<file path="src/rtl/delay_tap_controller_pkg.sv">
// Shared definitions for the runtime-programmable delay tap controller:
// controller state encoding, default geometry and the tap legality check.
package delay_tap_controller_pkg;

   // Default geometry: 15 physical stages, 4-bit tap fields, tap 3 after reset.
   localparam int MAX_TAP_DEFAULT     = 15;
   localparam int TAP_W_DEFAULT       = 4;
   localparam int DEFAULT_TAP_DEFAULT = 3;

   // FILL: a lengthened chain is refilling and the output is gated off.
   // RUN:  the chain holds cur_tap valid samples and requests are accepted.
   typedef enum logic {
      FILL = 1'b0,
      RUN  = 1'b1
   } ctrl_state_t;

   // A tap is usable only if it selects an existing stage (1..max_tap).
   function automatic logic tap_is_illegal(input int unsigned tap,
                                           input int unsigned max_tap);
      return (tap == 0) || (tap > max_tap);
   endfunction

endpackage

</file>
<file path="src/rtl/delay_chain_en.sv">
// 1-bit DFF delay chain with a per-stage enable. Enabled stages shift data
// towards higher indices; disabled stages are held at zero so unused upper
// stages do not toggle.
module delay_chain_en #(
   parameter int STAGES = 15
) (
   input  logic              clk,
   input  logic              rst_n,
   input  logic              in,
   input  logic [STAGES-1:0] en,
   output logic [STAGES-1:0] taps
);

   genvar k;
   generate
      for (k = 0; k < STAGES; k++) begin : g_stage
         logic q;
         logic d;

         if (k == 0) begin : g_first
            assign d = in;
         end else begin : g_rest
            assign d = taps[k-1];
         end

         // One flop per stage: shift when enabled, otherwise sit cleared.
         always_ff @(posedge clk or negedge rst_n) begin
            if (!rst_n) begin
               q <= 1'b0;
            end else if (en[k]) begin
               q <= d;
            end else begin
               q <= 1'b0;
            end
         end

         assign taps[k] = q;
      end
   endgenerate

endmodule

</file>
<file path="src/rtl/delay_tap_controller.sv">
// Runtime-configurable delay line controller. Owns the active tap, the
// FILL/RUN sequencing that hides a lengthened chain while it refills, the
// ready/valid configuration handshake and the gated output tap select.
module delay_tap_controller
   import delay_tap_controller_pkg::*;
#(
   parameter int MAX_TAP     = MAX_TAP_DEFAULT,
   parameter int TAP_W       = TAP_W_DEFAULT,
   parameter int DEFAULT_TAP = DEFAULT_TAP_DEFAULT
) (
   input  logic             clk,
   input  logic             rst_n,
   input  logic             in,
   input  logic             cfg_valid,
   input  logic [TAP_W-1:0] cfg_tap,
   output logic             cfg_ready,
   output logic             cfg_err,
   output logic             delayed,
   output logic             delayed_valid,
   output logic             busy
);

   ctrl_state_t        state;
   logic [TAP_W-1:0]   cur_tap;
   logic [TAP_W-1:0]   fill_tgt;
   logic [TAP_W-1:0]   fill_cnt;
   logic [MAX_TAP-1:0] stage_en;
   logic [MAX_TAP-1:0] taps;
   logic               tap_bit;
   logic               accept;
   logic               req_illegal;

   assign accept      = cfg_valid && (state == RUN);
   assign req_illegal = tap_is_illegal(32'(cfg_tap), 32'(MAX_TAP));

   // Only stages below the active tap shift; everything above is cleared.
   always_comb begin
      stage_en = '0;
      for (int k = 0; k < MAX_TAP; k++) begin
         stage_en[k] = (TAP_W'(k) < cur_tap);
      end
   end

   delay_chain_en #(
      .STAGES (MAX_TAP)
   ) u_chain (
      .clk   (clk),
      .rst_n (rst_n),
      .in    (in),
      .en    (stage_en),
      .taps  (taps)
   );

   // Controller: refill counting in FILL, request evaluation in RUN. A grow
   // waits exactly N-O edges so the new top stage holds real data on exit;
   // a shrink takes effect at once because lower stages are already valid.
   always_ff @(posedge clk or negedge rst_n) begin
      if (!rst_n) begin
         state    <= FILL;
         cur_tap  <= TAP_W'(DEFAULT_TAP);
         fill_tgt <= TAP_W'(DEFAULT_TAP);
         fill_cnt <= '0;
         cfg_err  <= 1'b0;
      end else begin
         cfg_err <= 1'b0;
         case (state)
            FILL: begin
               fill_cnt <= fill_cnt + TAP_W'(1);
               if (fill_cnt == fill_tgt - TAP_W'(1)) begin
                  state <= RUN;
               end
            end
            RUN: begin
               if (accept) begin
                  if (req_illegal) begin
                     cfg_err <= 1'b1;
                  end else if (cfg_tap > cur_tap) begin
                     cur_tap  <= cfg_tap;
                     fill_tgt <= cfg_tap - cur_tap;
                     fill_cnt <= '0;
                     state    <= FILL;
                  end else begin
                     cur_tap <= cfg_tap;
                  end
               end
            end
            default: begin
               state <= FILL;
            end
         endcase
      end
   end

   // Select the stage that is cur_tap edges behind the input.
   always_comb begin
      tap_bit = 1'b0;
      for (int k = 0; k < MAX_TAP; k++) begin
         if (cur_tap == TAP_W'(k + 1)) begin
            tap_bit = taps[k];
         end
      end
   end

   assign cfg_ready     = (state == RUN);
   assign delayed_valid = (state == RUN);
   assign busy          = (state == FILL);
   assign delayed       = (state == RUN) ? tap_bit : 1'b0;

endmodule

</file>
<file path="config.mk">
export PLATFORM = sky130hd
export DESIGN_NAME = delay_tap_controller
export DESIGN_NICKNAME = d
export VERILOG_FILES = /design/src/rtl/delay_tap_controller_pkg.sv /design/src/rtl/delay_chain_en.sv /design/src/rtl/delay_tap_controller.sv
export SDC_FILE = /design/constraint.sdc
export NUM_CORES = 1
export LEC_CHECK = 0
export BUFFER_PORTS_ARGS = -buffer_cell sky130_fd_sc_hd__buf_2
export CAP_MARGIN = 20
export CORE_MARGIN = 2
export CORE_UTILIZATION = 50
export DETAILED_ROUTE_END_ITERATION = 8
export GPL_TIMING_DRIVEN = 0
export PLACE_DENSITY = 0.71
export SLEW_MARGIN = 20
export SYNTH_ARGS = -nofsm -noshare
export SYNTH_HDL_FRONTEND = slang
export SYNTH_SLANG_ARGS = --single-unit
</file>
<file path="constraint.sdc">
create_clock -name clk -period 1.9 [get_ports clk]
set_input_delay 0.095 -clock clk [delete_from_list [all_inputs] [get_ports clk]]
set_output_delay 0.095 -clock clk [all_outputs]
set_load 0.03 [all_outputs]
</file>
Yosys cells after proc, flatten, opt, wreduce, memory -nomap -nowiden --
Cells that the tools add are included.
Storage, ports and cells: output and inout port bits 5, logic and storage cells 108, flip-flop bits (word level) 29
Cells by class: reductions and logical operators 5, bitwise operators 2, magnitude comparators 16, $add $sub $neg 3, eq/ne operators 19, mux-type cells 43
Operators with widths (count):
- $mux 1 | 38
- $eq 4x4->1 const B | 8
- $lt 4x4->1 const A | 7
- $eq 4x3->1 const B | 4
- $lt 3x4->1 const A | 4
- $mux 4 | 3
- $eq 4x2->1 const B | 2
- $lt 1x4->1 const A | 2
- $lt 2x4->1 const A | 2
- $pmux 4 s2 | 1
- $reduce_and 3->1 | 2
- $add 4x1->4 const B | 1
- $eq 4x1->1 const B | 1
- $eq 4x4->1 | 1
- $gt 4x4->1 | 1
- $logic_not 4->1 | 1
- $ne 2x1->1 const B | 2
- $reduce_and 4->1 | 1
- $sub 4x1->4 const B | 1
- $sub 4x4->4 | 1
- $ne 2x2->1 const B | 1
- $not 1->1 | 2
- $pmux 1 s2 | 1
- $logic_and 1x1->1 | 1

Depth between registers and ports, before layout --
Gate-level depths: netlist of the first run.
depth after elaboration 17, mapped depth 8, mapped depth without buffers 8

By module --
A second synthesis of the first run with hierarchy kept.
Unflattened totals: cells, all modules 160, area total of the unflattened synthesis 1655.3 sq um
By module, submodules not included:
- delay_tap_controller | cells an instance 115, sequential area each 355.3 sq um, area an instance 1073.5 sq um, times used 1
- delay_chain_en | cells an instance 45, sequential area each 375.4 sq um, area an instance 581.8 sq um, times used 1

Least setup slack after synthesis of the first run --
Ideal clock, no wire load.
kind reg-to-reg, from reg cur_tap[2], to reg fill_cnt[1], clock period less this slack 2008 ps, arrival 1888 ps, slack -108 ps, required time 1780 ps, cell stages (with the launch flop) 9, path through dfrtp_1 clkbuf_1 inv_1 ha_1 and2b_2 o21a_1 o21a_1 nand3_1 a31o_2
Between the ends: cells in the longest elaborated chain, start to end 3
Ends and longest elaborated chain:
- from (decl) | RTL line delay_tap_controller.sv:24 | logic [TAP_W-1:0] cur_tap;
- from (signal assigned) | RTL line delay_tap_controller.sv:60 | cur_tap <= TAP_W'(DEFAULT_TAP);
- from (signal assigned) | RTL line delay_tap_controller.sv:78 | cur_tap <= cfg_tap;
- from (signal assigned) | RTL line delay_tap_controller.sv:83 | cur_tap <= cfg_tap;
- $gt 4x4->1 | RTL line delay_tap_controller.sv:77 | end else if (cfg_tap > cur_tap) begin
- $ne 2x1->1 (no line)
- $reduce_and 3->1 (no line)
- to (signal assigned) | RTL line delay_tap_controller.sv:68 | fill_cnt <= fill_cnt + TAP_W'(1);
- to (decl) | RTL line delay_tap_controller.sv:26 | logic [TAP_W-1:0] fill_cnt;
No other way between the ends. A chain may end at the register's enable or synchronous reset.

Worst setup path after layout of the first run --
from reg cur_tap[1], to out delayed
Between the ends: cells in the longest elaborated chain, start to end 17, elaborated cells on any way between the ends 31
Ends and longest elaborated chain:
- $eq 4x1->1 | RTL line delay_tap_controller.sv:98 | if (cur_tap == TAP_W'(k + 1)) begin
- $mux 1 (14 in a row) | RTL line delay_tap_controller.sv:98
- $mux 1 (*) | RTL line delay_tap_controller.sv:98
- $mux 1 (*) | RTL line delay_tap_controller.sv:107 | assign delayed = (state == RUN) ? tap_bit : 1'b0;
- to (decl) | RTL line delay_tap_controller.sv:18 | output logic delayed,
Mark *: on every way between the ends. The rest lies on a longest branch, timed or not.

==> flow_summary.ini, run 1 <==
[synth]
synthDistinctLibCells = 50
syn_nets = 172
yosys_warnings = 0
synth-seq-cells = 29
syn_area_per_cell_sq_um = 10.2
synth-seq-area-share = 0.456
synthCells = 157
netlist_area_sq_um = 1600
synth-async-reset-ratio = 1.00
synth_edf_count = 0
synth_ff_type = dfrtp_1

[global_routing]
grt_start_max_net_pins = 30
grt_pass1_vias = 1286
overflow = 0
grt.total_usage = 0.242
antenna_found_initial = 0
grt_pass1_wl_microns = 6250

[floorplan]
dieArea_sq_um = 3670
fp.dieH_microns = 60.6
coreArea_sq_um = 3050
io_pins = 13
num_rows = 20
die_x_microns = 60.6
initial_core_util = 0.525

[clocking]
cts-root-buf = clkbuf_4
cts_tree = done
clock-sinks = 29
h-tree-depth = 2
clk_path_buf_depth = 2
clkTransAtPathRegs_ns = 0.09
cts_buffers = 5
clk_latency_ns = 0.33

[cells_and_area]
multi_input_area_sq_um = 871
seq_area_sq_um = 731
post-route-cell-area_sq_um = 2040
instances_no_fill = 236
fillers = 239
nets = 206
area_growth_pct = 27.1
diodes = 0
final_core_util = 0.667
drive_gt1_frac = 0.339

[sta]
setup_ws_ns = -0.188
fin_crit_sh = 1.10
setup_violations = 10
hold_viol = 0
fmax_ghz = 0.479
slew_headroom = 0.579
whs_ns = 0.0258
drv_slew = 0
grt_setup_unrepaired = true
worst_pin_slew_ns = 0.632
period_minus_slack_ns = 2.09
clock_skew_ns = 0.0107

[run_status]
status = finished, violations left
violations = negative setup slack

[place]
place_area_sq_um = 1720
dp_hpwl_microns = 2290
dp.cells = 213
globalplace.congestion = 0.868
post-place-ws_ns = -0.279
port_buffers = 12

[worst_setup_path]
crit_arrival_ns = 1.99
crit_path_end_kind = primary output
critPathLaunch = cur_tap[1]
cp.required_ns = 1.80
crit_chain = mux2_2, o21ai_0, a221oi_2, o22ai_1, a21oi_2, buf_6
cp-start-kind = flop
slowest_stage = dfstp_2
cp_max_fo = 5
crit_buf_inv = 1
critPathKind = reg2out
crit_family = compound AO/OA/AOI/OAI gates
slowest_delay_ns = 0.59
rr_startpoint = cur_tap[0]

[power]
leakagePower_nw = 0.903
power_density_nw_per_um2 = 1640
vdd_drop_max_v = 0.000796

[hold_path]
min_from = cfg_tap[1]
hold_class = in2reg

[routing]
drtIter0Drc = 64
routed_wl_microns = 3720
via_count = 1319
firstDrtPassIters = 4
drc = 0
postRouteAntennaNets = 0
post_drt_wl_per_cell_microns = 15.8
viasPerCell = 5.59

[run]
cap_violations = 0
## path summary, 6_finish.rpt
check,end,slack [ns],cells past startpoint
min in group asynchronous,u_chain.g_stage[14].q,0.30,2
max reg2reg,fill_cnt[0],-0.14,8
min reg2reg,fill_tgt[1],0.50,2
max,delayed,-0.19,6
max in group asynchronous,u_chain.g_stage[1].q,1.18,2
min,cur_tap[1],0.03,3
## power breakdown
part | internal [mW] | leakage (nW) | switching [mW]
logic | 0.923 | 0.490 | 0.974
registers | 0.828 | 0.372 | 0.185
clock network | 0.214 | 0.0413 | 0.224
## layer usage
metal | share of wire | vias to the layer above | global-route usage | wire (microns)
met4 | 0.022 | 0 | 0.0994 | 82
met1 | 0.43 | 646 | 0.315 | 1620
li1 | - | 621 | - | -
met3 | 0.052 | 7 | 0.0704 | 192
met2 | 0.49 | 45 | 0.379 | 1830
met5 | 0 | - | 0 | 0
## cell usage after synthesis (3+ instances only)
cell,n,area share
a21boi_0,3,0.014
nor2_1,9,0.021
dfstp_2,4,0.066
nor2b_1,5,0.020
ha_1,6,0.047
xnor2_1,5,0.027
xor2_1,5,0.027
a21oi_1,9,0.028
dfrtp_1,25,0.39
inv_1,9,0.021
nand2b_1,3,0.012
nand3_1,3,0.0094
buf_2,3,0.0094
o21ai_0,11,0.034
nand2_1,14,0.033
clkbuf_1,3,0.0070
## cell type report
cell class / instances / share of cell area
flip-flops and latches: 29 / 0.359
clock buffers: 7 / 0.0320
well taps: 44 / 0.0270
clock inverters: 1 / 0.00246
repair buffers: 26 / 0.0940
multi-input cells: 111 / 0.428
plain buffers: 9 / 0.0412
inverters: 9 / 0.0166
## logic make-up after synthesis
| logic type | Yosys count | synth area share |
|---|---|---|
| flops | 29 | 0.456 |
| fa+ha+maj | 7 | 0.0594 |
| simple gates | 47 | 0.159 |
| compound gates | 42 | 0.183 |
| mux | 4 | 0.0297 |
| buf+inv | 18 | 0.0578 |
| xor+xnor | 10 | 0.0547 |
## worst min-delay path, stage by stage
cell	delay [ns]
buf_2	0.13
nand2_1	0.06
o21ai_0	0.07
## sequential cells by signal, indices dropped and copies added, names as in the netlist
name / count
cfg_err: 1
cfg_ready: 1
cur_tap: 4
fill_cnt: 4
fill_tgt: 4
u_chain.g_stage.d: 1
u_chain.g_stage.q: 14
## cells in the final DEF (no fill, tap or decap), types with 2 or more instances in the layout
master and instances:
buf_4 12, nor2b_1 5, o22ai_1 2, o211ai_4 2, xnor2_1 5, nand3_2 2
nand2_1 14, ha_1 4, dfstp_2 4, a21oi_1 5, nand4_1 2, o21ai_1 3
clkbuf_1 2, clkbuf_4 5, mux2_2 2, inv_1 9, ha_4 2, nor2_1 9
dfrtp_1 25, a21boi_0 3, dlygate4sd3_1 3, buf_2 11, a21o_1 2, nand2b_1 3
clkbuf_8 4, a21oi_2 4, o21ai_0 8, buf_6 4, xor2_1 5, nand3_1 2
nor3_1 2
## stage by stage
step	setup TNS (ns)	power [mW]
3_5_place_dp	-1.64	2.42
2_1_floorplan	0	2.10
4_1_cts	-1.03	3.25
6_report	-1.03	3.35
3_3_place_gp	-1.42	2.36
5_1_grt	-1.86	3.58
## timing repair
item | CTS | global route
setup buffers | 10 | 1
gates resized for setup | 23 | 3
hold buffers | 3 | 0
endpoints found under the hold margin | 27 | 0
cloned | 1 | 0
setup endpoints to repair | 10 | 10
pin swaps | 13 | 5
Power figures use the tool's default switching activity.
==> run 2: changes to the inputs <==
--- a/config.mk
+++ b/config.mk
@@ -7,11 +7,13 @@
 export LEC_CHECK = 0
 export BUFFER_PORTS_ARGS = -buffer_cell sky130_fd_sc_hd__buf_2
 export CAP_MARGIN = 20
-export CORE_MARGIN = 2
-export CORE_UTILIZATION = 50
+export CELL_PAD_IN_SITES_DETAIL_PLACEMENT = 1
+export CELL_PAD_IN_SITES_GLOBAL_PLACEMENT = 1
+export CORE_MARGIN = 4
+export CORE_UTILIZATION = 42
 export DETAILED_ROUTE_END_ITERATION = 8
 export GPL_TIMING_DRIVEN = 0
-export PLACE_DENSITY = 0.71
+export PLACE_DENSITY_LB_ADDON = 0.1
 export SLEW_MARGIN = 20
 export SYNTH_ARGS = -nofsm -noshare
 export SYNTH_HDL_FRONTEND = slang
==> flow_summary.ini, run 2 (synthesis gave the netlist of run 1 again) <==
[place]
globalplace.congestion = 0.802
dp.cells = 217
dp_hpwl_microns = 2720
post-place-ws_ns = -0.366
port_buffers = 12
place_area_sq_um = 1730

[clocking]
clk_latency_ns = 0.28
h-tree-depth = 2
cts_buffers = 5
clkTransAtPathRegs_ns = 0.06
clock-sinks = 29
cts_tree = done
clk_path_buf_depth = 2
cts-root-buf = clkbuf_8

[worst_setup_path]
crit_path_end_kind = primary output
rr_startpoint = cur_tap[0]
r2r_cells = 7
cp.required_ns = 1.80
cp-start-kind = flop
crit_arrival_ns = 1.94
rr_endpoint = fill_cnt[2]
cp_max_fo = 4
r2r_slack_ns = -0.04
critPathKind = reg2out

[cells_and_area]
instances_no_fill = 243
seq_area_sq_um = 732
multi_input_area_sq_um = 897
regMostFlops = u_chain.g_stage.q
area_growth_pct = 31.1
final_cell_mix = 24 x dfrtp_1, 17 x buf_4, 14 x nand2_1
fillers = 400
final_common_cell = dfrtp_1
drive_gt1_frac = 0.379
post-route-cell-area_sq_um = 2100
final_core_util = 0.573
largest_reg_flops = 14
diodes = 0
nets = 209

[routing]
firstDrtPassIters = 4
via_count = 1322
viasPerCell = 5.44
postRouteAntennaNets = 0
drtIter0Drc = 52
routed_wl_microns = 4330
post_drt_wl_per_cell_microns = 17.8
drc = 0

[sta]
fin_tns_setup_ns = -0.240
fmax_ghz = 0.492
whs_ns = 0.0511
drv_slew = 0
grt_setup_unrepaired = true
clock_skew_ns = 0.00839
setup_violations = 7
slew_headroom = 0.570
hold_viol = 0
fin_crit_sh = 1.07
period_minus_slack_ns = 2.03
worst_pin_slew_ns = 0.646
setup_ws_ns = -0.134

[global_routing]
grt.total_usage = 0.187
grt_pass1_vias = 1468
antenna_found_initial = 0
grt_start_max_net_pins = 30
grt_pass1_wl_microns = 7090
overflow = 0

[run_status]
violations = negative setup slack
status = finished, violations left

[hold_path]
min_from = in
min_to = u_chain.g_stage[0].q
hold_class = in2reg
min_path_cells = 2

[power]
power_density_nw_per_um2 = 1690
leakagePower_nw = 0.925
vdd_drop_max_v = 0.000757
p_total_mw = 3.56

[floorplan]
coreArea_sq_um = 3660
dieArea_sq_um = 4870
io_pins = 13
num_rows = 22
fp.dieH_microns = 69.8
die_x_microns = 69.8
initial_core_util = 0.437

[run]
cap_violations = 0
## run 2: area by class of cell
class                           instances  share of cell area
Multi-Input combinational cell        111               0.427
Tap cell                               48              0.0286
Buffer                                  9              0.0399
Inverter                                9              0.0173
Sequential cell                        29               0.349
Clock buffer                            8              0.0429
Timing Repair Buffer                   29              0.0954
## run 2: worst max path at each step
stage / slack [ns] / end / cells after the start / from
floorplan: 0.002 / fill_cnt[1] / 7 / cur_tap[0]
global placement: -0.31 / fill_cnt[1] / 8 / cur_tap[2]
detailed placement: -0.37 / fill_cnt[1] / 8 / cur_tap[2]
CTS: -0.09 / delayed / 6 / cur_tap[0]
global route: -0.22 / delayed / 7 / cur_tap[1]
finish: -0.13 / delayed / 7 / cur_tap[1]
## run 2: where the power goes
group / switching (mW) / internal, mW
Sequential: 0.196 / 0.832
Combinational: 1.02 / 0.992
Clock: 0.221 / 0.295
Total: 1.44 / 2.12
## run 2: per-layer routing
layer | share of wire | vias to the layer above | global-route usage
met5 | 0 | - | 0
met4 | 0.011 | 0 | 0.0511
met3 | 0.040 | 6 | 0.0435
met2 | 0.50 | 26 | 0.322
met1 | 0.44 | 662 | 0.235
li1 | - | 628 | -
## run 2: critical path, stage by stage, from the launching register on
cell and delay (ns):
dfstp_2 0.58, buf_4 0.13, mux2_2 0.34, o21ai_2 0.15
a221oi_2 0.09, o22ai_1 0.17, a21oi_2 0.08, buf_6 0.14
## run 2: what timing repair did
action                                  CTS  global route
hold buffers                              1             0
gates resized for setup                  25            13
cloned                                    0             1
pin swaps                                13            14
endpoints found under the setup margin   10            10
hold endpoints to repair                 25             0
setup buffers                            11             5
==> run 3: changes to the inputs <==
==> constraint.sdc (replaced) <==
create_clock -name clk -period 1.9 [get_ports clk]
set_input_delay 0.19 -clock clk [delete_from_list [all_inputs] [get_ports clk]]
set_output_delay 0.19 -clock clk [all_outputs]
set_load 0.03 [all_outputs]
==> flow_summary.ini, run 3 (synthesis gave the netlist of run 1 again) <==
[run_status]
status = finished, violations left
violations = negative setup slack

[worst_setup_path]
cp.required_ns = 1.71
crit_arrival_ns = 1.92
crit_buf_inv = 2
crit_chain = buf_4, mux2_2, o21ai_2, a221oi_2, o22ai_1, a21oi_2, buf_6
cp-start-kind = flop
cp_max_fo = 4
slowest_stage = dfstp_2
crit_family = flip-flops
slowest_delay_ns = 0.58
crit_path_end_kind = primary output
critPathKind = reg2out

[sta]
grt_setup_unrepaired = true
fin_crit_sh = 1.11
setup_ws_ns = -0.206
setup_violations = 9
whs_ns = 0.147
fmax_ghz = 0.475
clock_skew_ns = 0.00857
period_minus_slack_ns = 2.11
drv_slew = 0
slew_headroom = 0.571
hold_viol = 0
worst_pin_slew_ns = 0.643

[clocking]
h-tree-depth = 2
clk_latency_ns = 0.27
cts_tree = done
clock-sinks = 29
clkTransAtPathRegs_ns = 0.06
clk_path_buf_depth = 2
cts-root-buf = clkbuf_8
cts_buffers = 5

[global_routing]
grt_pass1_wl_microns = 6620
overflow = 0
grt_start_max_net_pins = 30
grt_pass1_vias = 1374
antenna_found_initial = 0
grt.total_usage = 0.174

[power]
p_total_mw = 3.57
power_density_nw_per_um2 = 1700
leakagePower_nw = 0.916
vdd_drop_max_v = 0.000738

[floorplan]
io_pins = 13
coreArea_sq_um = 3660
die_x_microns = 69.8
num_rows = 22
initial_core_util = 0.437
dieArea_sq_um = 4870
fp.dieH_microns = 69.8

[routing]
top_layer = met4
post_drt_wl_per_cell_microns = 17.5
via_count = 1299
firstDrtPassIters = 4
routed_wl_microns = 4250
postRouteAntennaNets = 0
met3WireLength_microns = 135
drtIter0Drc = 39
viasPerCell = 5.37
met1_length_microns = 2000
drc = 0
met2_length_microns = 2070

[cells_and_area]
fillers = 406
seq_area_sq_um = 732
largest_reg_flops = 14
diodes = 0
final_common_cell = dfrtp_1
final_cell_mix = 24 x dfrtp_1, 16 x buf_4, 14 x nand2_1
area_growth_pct = 31.2
regMostFlops = u_chain.g_stage.q
final_core_util = 0.574
nets = 208
multi_input_area_sq_um = 903
drive_gt1_frac = 0.376

[run]
cap_violations = 0

[place]
port_buffers = 12
dp_hpwl_microns = 2720
globalplace.congestion = 0.802

[hold_path]
hold_class = in2reg
-- run 3: changes by cell type in the layout (fill, tap and decap cells not counted), sizes merged --
| cell | delta |
|---|---|
| inv | -1 |
| clkbuf | -1 |
| clkinvlp | +1 |
-- run 3: final cells by class --
cell class,count,area share
multi-input combinational,111,0.430
sequential,29,0.348
timing repair buffer,28,0.0917
clock buffer,8,0.0429
buffer,9,0.0405
tap,48,0.0286
inverter,9,0.0179
-- run 3: routing by layer --
layer,vias to the layer above,track usage
li1,623,-
met1,654,0.225
met2,18,0.289
met3,4,0.0435
met4,0,0.0511
met5,-,0
-- run 3: where the power goes --
part	leakage, nW	switching, mW	internal (mW)
logic	0.500	1.02	1.00
registers	0.371	0.198	0.832
clock network	0.0455	0.220	0.295
-- run 3: worst paths after layout --
check                                     start                    to  slack [ns]  depth (start not counted)
setup / recovery                     cur_tap[1]               delayed       -0.21                          7
hold / removal                               in  u_chain.g_stage[0].q        0.15                          2
setup reg to reg                     cur_tap[0]           fill_tgt[1]       -0.07                          7
hold reg to reg            u_chain.g_stage[2].q  u_chain.g_stage[3].q        0.51                          1
max in group asynchronous                 rst_n            cur_tap[2]        0.97                          2
min in group asynchronous                 rst_n           fill_cnt[1]        0.47                          2
-- run 3: per-stage QoR --
stage	setup TNS, ns	instances	cell area, sq um	setup slack, ns
2_1_floorplan	0	157	1610	0.00168
3_3_place_gp	-2.04	217	1730	-0.314
3_5_place_dp	-2.64	217	1730	-0.366
4_1_cts	-1.23	235	1970	-0.169
5_1_grt	-1.08	242	2100	-0.270
6_report	-0.462	242	2100	-0.206
-- run 3: what timing repair did --
action,CTS,global route
endpoints found under the setup margin,10,10
gates resized for setup,23,14
pin swaps,8,6
hold buffers,1,0
gates cloned,0,1
setup buffers,9,6
endpoints found under the hold margin,25,0
